==> src/rtl/prog_sequencer.sv <==
// rtl/prog_sequencer.sv - instruction sequencer FSM (IDLE/FETCH/EXEC/MEM/HALT) with branch unit and cycle counter
//
// Ports:
//   Clk, Reset_n          clock, synchronous active-low reset
//   Start                 one-cycle pulse; launches a program from IDLE or HALT
//   ConditionalJump       decoded branch; BranchAbsOrRel selects absolute/relative,
//   BranchConditions      00 always, 01 Z, 10 N, 11 not-Z (against latched flags)
//   BranchTarget          absolute address or two's-complement offset
//   LoadInst, MemWrEn     decoded load / store; go through MEM
//   Ack                   decoded halt
//   FlagWrEn, FlagZ/N     flag latch enable and ALU flags
//   MemAck                data memory completion (only looked at in MEM)
//   ProgCtr               instruction ROM address
//   ExecEn                instruction word valid (EXEC and MEM)
//   RegWrGate, MemWrGate  register-file / memory write qualifiers
//   MemReq                memory request, held through MEM
//   Busy, Done            running / halted status
//   CycleCount            saturating count of busy cycles since Start
module prog_sequencer (
    input  logic        Clk,
    input  logic        Reset_n,
    input  logic        Start,
    input  logic        ConditionalJump,
    input  logic        BranchAbsOrRel,
    input  logic [1:0]  BranchConditions,
    input  logic [9:0]  BranchTarget,
    input  logic        LoadInst,
    input  logic        MemWrEn,
    input  logic        Ack,
    input  logic        FlagWrEn,
    input  logic        FlagZ,
    input  logic        FlagN,
    input  logic        MemAck,
    output logic [9:0]  ProgCtr,
    output logic        ExecEn,
    output logic        RegWrGate,
    output logic        MemWrGate,
    output logic        MemReq,
    output logic        Busy,
    output logic        Done,
    output logic [15:0] CycleCount
);

    typedef enum logic [2:0] {
        IDLE  = 3'd0,
        FETCH = 3'd1,
        EXEC  = 3'd2,
        MEM   = 3'd3,
        HALT  = 3'd4
    } state_t;

    state_t     state;
    state_t     state_nxt;
    logic [9:0] pc_nxt;
    logic [9:0] pc_inc;
    logic [9:0] pc_branch;
    logic       zl;
    logic       nl;
    logic       mem_load;
    logic       cond_true;
    logic       launch;

    // 10-bit adders wrap naturally, which gives the modulo-1024 behaviour
    // for both the increment and negative relative offsets.
    assign pc_inc    = ProgCtr + 10'd1;
    assign pc_branch = BranchAbsOrRel ? (ProgCtr + BranchTarget) : BranchTarget;
    assign launch    = Start && ((state == IDLE) || (state == HALT));

    always_comb begin
        cond_true = 1'b1;
        case (BranchConditions)
            2'b00:   cond_true = 1'b1;
            2'b01:   cond_true = zl;
            2'b10:   cond_true = nl;
            default: cond_true = !zl;
        endcase
    end

    always_comb begin
        state_nxt = state;
        pc_nxt    = ProgCtr;
        case (state)
            IDLE, HALT: begin
                if (Start) begin
                    state_nxt = FETCH;
                    pc_nxt    = 10'd0;
                end
            end
            FETCH: state_nxt = EXEC;
            EXEC: begin
                if (Ack) begin
                    state_nxt = HALT;
                end else if (LoadInst || MemWrEn) begin
                    state_nxt = MEM;
                end else begin
                    state_nxt = FETCH;
                    pc_nxt    = (ConditionalJump && cond_true) ? pc_branch : pc_inc;
                end
            end
            MEM: begin
                if (MemAck) begin
                    state_nxt = FETCH;
                    pc_nxt    = pc_inc;
                end
            end
            default: begin
                state_nxt = IDLE;
                pc_nxt    = 10'd0;
            end
        endcase
    end

    // The write gates qualify the instruction completing in this very cycle,
    // so they are decoded from the current state and the live decode/ack
    // inputs rather than registered (a registered pulse would land in FETCH).
    assign RegWrGate = ((state == EXEC) && !Ack && !LoadInst && !MemWrEn && !ConditionalJump)
                     || ((state == MEM) && MemAck && mem_load);
    assign MemWrGate = (state == MEM) && MemAck && !mem_load;

    always_ff @(posedge Clk) begin
        if (!Reset_n) begin
            state      <= IDLE;
            ProgCtr    <= 10'd0;
            CycleCount <= 16'd0;
            zl         <= 1'b0;
            nl         <= 1'b0;
            mem_load   <= 1'b0;
            ExecEn     <= 1'b0;
            MemReq     <= 1'b0;
            Busy       <= 1'b0;
            Done       <= 1'b0;
        end else begin
            state   <= state_nxt;
            ProgCtr <= pc_nxt;
            ExecEn  <= (state_nxt == EXEC) || (state_nxt == MEM);
            MemReq  <= (state_nxt == MEM);
            Busy    <= (state_nxt == FETCH) || (state_nxt == EXEC) || (state_nxt == MEM);
            Done    <= (state_nxt == HALT);

            if (launch) begin
                CycleCount <= 16'd0;
                zl         <= 1'b0;
                nl         <= 1'b0;
            end else begin
                // Busy mirrors the current state, so this counts busy cycles
                // and naturally holds the count in HALT and IDLE.
                if (Busy && (CycleCount != 16'hFFFF)) begin
                    CycleCount <= CycleCount + 16'd1;
                end
                // Written at the end of EXEC, so a branch in this same cycle
                // still sees the flags from before it.
                if ((state == EXEC) && FlagWrEn) begin
                    zl <= FlagZ;
                    nl <= FlagN;
                end
            end

            // Remember load vs store for the MEM completion cycle.
            if (state == EXEC) begin
                mem_load <= LoadInst;
            end
        end
    end

endmodule

==> config.mk <==
export PLATFORM = sky130hd
export DESIGN_NAME = prog_sequencer
export DESIGN_NICKNAME = d
export VERILOG_FILES = /design/src/rtl/prog_sequencer.sv
export SDC_FILE = /design/constraint.sdc
export NUM_CORES = 1
export LEC_CHECK = 0
export ABC_AREA = 1
export BUFFER_PORTS_ARGS = -buffer_cell sky130_fd_sc_hd__buf_2
export CAP_MARGIN = 20
export CORE_ASPECT_RATIO = 0.75
export CORE_UTILIZATION = 55
export CTS_CLUSTER_DIAMETER = 30
export DETAILED_ROUTE_END_ITERATION = 12
export GPL_TIMING_DRIVEN = 0
export PLACE_DENSITY = 0.91
export SLEW_MARGIN = 20
export SYNTH_ARGS = -nofsm -noshare
export SYNTH_HDL_FRONTEND = slang
export SYNTH_SLANG_ARGS = --single-unit
==> constraint.sdc <==
create_clock -name Clk -period 2 [get_ports Clk]
set_input_delay 0.1 -clock Clk [delete_from_list [all_inputs] [get_ports Clk]]
set_output_delay 0.1 -clock Clk [all_outputs]
set_load 0.01 [all_outputs]
==> impl_metrics.tcl <==
set metrics [dict create \
    maxSlewHeadroom_pct 64.9 \
    worst_pin_slew_ns 0.524 \
    syn_to_final_growth_pct 19.5 \
    cts.sinks 36 \
    critical_path.max_fanout 7 \
    die_area_sq_mm 0.00500 \
    clk_pin_slew_ns 0.08 \
    cts_buffers 5 \
    p_total_w 0.00182 \
    path_class "flip-flop to output port" \
    synthArstFlopShare_pct 0 \
    maxCapViolCount 0 \
    start_util_pct 57.8 \
    drtIter0Drc 291 \
    top_layer "met4" \
    via_per_inst 5.54 \
    cp-end-kind "output port" \
    status "completed" \
    antenna_found_initial 0 \
    grt_overflow_total 0 \
    postLayoutCellArea_sq_mm 0.00310 \
    grtUsageTotal_pct 30.2 \
    synth_top_cell_area_share_pct 27.8 \
    die_h_microns 61.5 \
    fin_util_pct 69.0 \
    startpoint_type "flip-flop" \
    min_period_over_period_pct 95.1 \
    skew_ns 0.00896 \
    die_w_microns 81.3 \
    wl_met2_microns 3150 \
    power_density_mw_per_mm2 587 \
    finalWeightedCongestion 0.905 \
    drt-met1-wl_microns 3250 \
    clock.fmax_mhz 526 \
    holdBufCountCts 0 \
    n_antenna_cell 0 \
    cts_max_level 2 \
    yosysWarnings 0 \
    synth_fp_nets 429 \
    clockBufferDepth 2 \
    routed_wl_microns 7060 \
    avgSynthCellArea_sq_um 6.60 \
    fin_crit_ns 1.90 \
    grt_pass1_wl_microns 11300 \
    drtPass1Iterations 5 \
    hold_violations 0 \
    rows 21 \
    synthTopCellsByArea "dfxtp_1, nand2_1, a21oi_1" \
    synth.most_common_cell "nand2_1" \
    arrival_ns 1.80 \
    p_leak_nw 1.42 \
    synthTopCellsByCount "nand2_1, inv_1, a21oi_1" \
    drive_gt1_share_pct 23.2 \
    netlist_instances 393 \
    synth_flop_cell "dfxtp_1" \
    grt_max_degree 11 \
    wire_per_inst_microns 13.7 \
    yosysSeqAreaShare_pct 27.8 \
    synth_area_sq_mm 0.00259 \
    hold_path.class "input pin to flip-flop" \
    io_buffer_count 55 \
    cts_root_buf "clkbuf_8" \
    ir_drop_uv 360 \
    ios 56 \
    post_dp_cell_area_sq_mm 0.00294 \
    yosysUniqueCellTypes 39 \
    dr_wl_met3_microns 541 \
    clk_latency_ns 0.30 \
    synth_top_area_cell "dfxtp_1" \
    nets 493 \
    drv_slew 0 \
    report.final.setup_viol 0 \
    synth_edf_count 0 \
    setup_tns_ns 0 \
    dp_hpwl_microns 5390 \
    drt.antenna.violating_nets 0 \
    synth-seq-cells 36 \
    core_area_sq_mm 0.00449 \
    drcViolationCount 0 \
    dr_total_vias 2850 \
    cts_tree "built" \
    grt_pass1_vias 2533 \
    required_ns 1.90 \
]
[final timing paths]
path	cells past startpoint	slack, ns	endpoint	start
setup / recovery	7	0.1	MemWrGate	state[0]
hold / removal	3	0.04	zl	FlagZ
setup reg to reg	10	0.15	CycleCount[6]	CycleCount[0]
hold reg to reg	2	0.49	mem_load	mem_load
[state kept, by name (all words and copies together), names as in the netlist]
register    flops
CycleCount     16
ProgCtr        10
state           3
Busy            1
Done            1
ExecEn          1
MemReq          1
mem_load        1
nl              1
zl              1
[cell usage in the layout, fill, tap and decap left out, types with 2 or more instances in the layout]
cell / n
nor2_1: 31
nand2_1: 89
nand3b_1: 2
nand3_1: 22
nand2_4: 2
nor3_2: 3
xor2_1: 9
ha_4: 2
o211ai_1: 3
inv_2: 5
xnor2_1: 7
nand2_2: 3
a31oi_1: 3
a21oi_1: 36
nor4_1: 2
inv_1: 50
a21oi_2: 3
nor3_1: 11
or2_2: 2
o21ai_1: 4
clkbuf_1: 3
nand4_1: 7
clkbuf_8: 7
buf_4: 4
dfxtp_1: 34
buf_2: 56
nand3_2: 2
nor2_4: 3
nor2_2: 5
nor4_2: 2
o21ai_0: 23
a211oi_1: 2
ha_1: 9
[worst max-delay path, stage by stage, from the launching register on]
cell     delay, ns
dfxtp_1       0.40
inv_1         0.10
nor2_1        0.14
inv_1         0.06
nor2_2        0.28
inv_1         0.15
nor3_1        0.21
buf_2         0.18
[power by group]
group	total [W]	internal (W)	switching, W
sequential	0.000790	0.000748	0.0000424
clock	0.000565	0.000307	0.000259
combinational	0.000467	0.000175	0.000291
total	0.00182	0.00123	0.000592
[logic make-up after synthesis]
logic type / after synthesis / share of synthesized area (%)
AO/OA/AOI/OAI: 77 / 15.9
flip-flops: 36 / 27.8
XOR/XNOR: 16 / 5.40
AND/OR/NAND/NOR: 189 / 35.3
buffers and inverters: 63 / 9.55
adder cells (fa/ha/maj): 12 / 6.08
[metal layers]
layer / GRT usage, % / vias up
li1: - / 1423
met1: 41.7 / 1291
met2: 47.3 / 120
met3: 5.19 / 16
met4: 11.2 / 0
met5: 0 / -
[timing repair]
item                       4_1_cts  5_1_grt
pin swaps                        0        2
resized for setup                1       11
setup endpoints to repair        2        5
buffers inserted                 0        2
[stage by stage]
stage | hold slack (ns) | std cells | setup slack, ns
6_report | 0.0430 | 514 | 0.0978
5_1_grt | 0.0554 | 514 | -0.00109
4_1_cts | 0.0436 | 512 | 0.0230
3_5_place_dp | 0.351 | 505 | -0.0460
3_3_place_gp | 0.350 | 505 | 0.00924
2_1_floorplan | 0.238 | 393 | 0.145
[cell type report]
cell class	count	area, sq um
inverter	57	216
timing repair buffer	57	290
clock buffer	7	96.3
buffer	6	31.3
multi-input combinational	294	1670
tap	57	71.3
fill	388	1390
sequential	36	726
No activity file was read; power rests on OpenSTA's default activity.
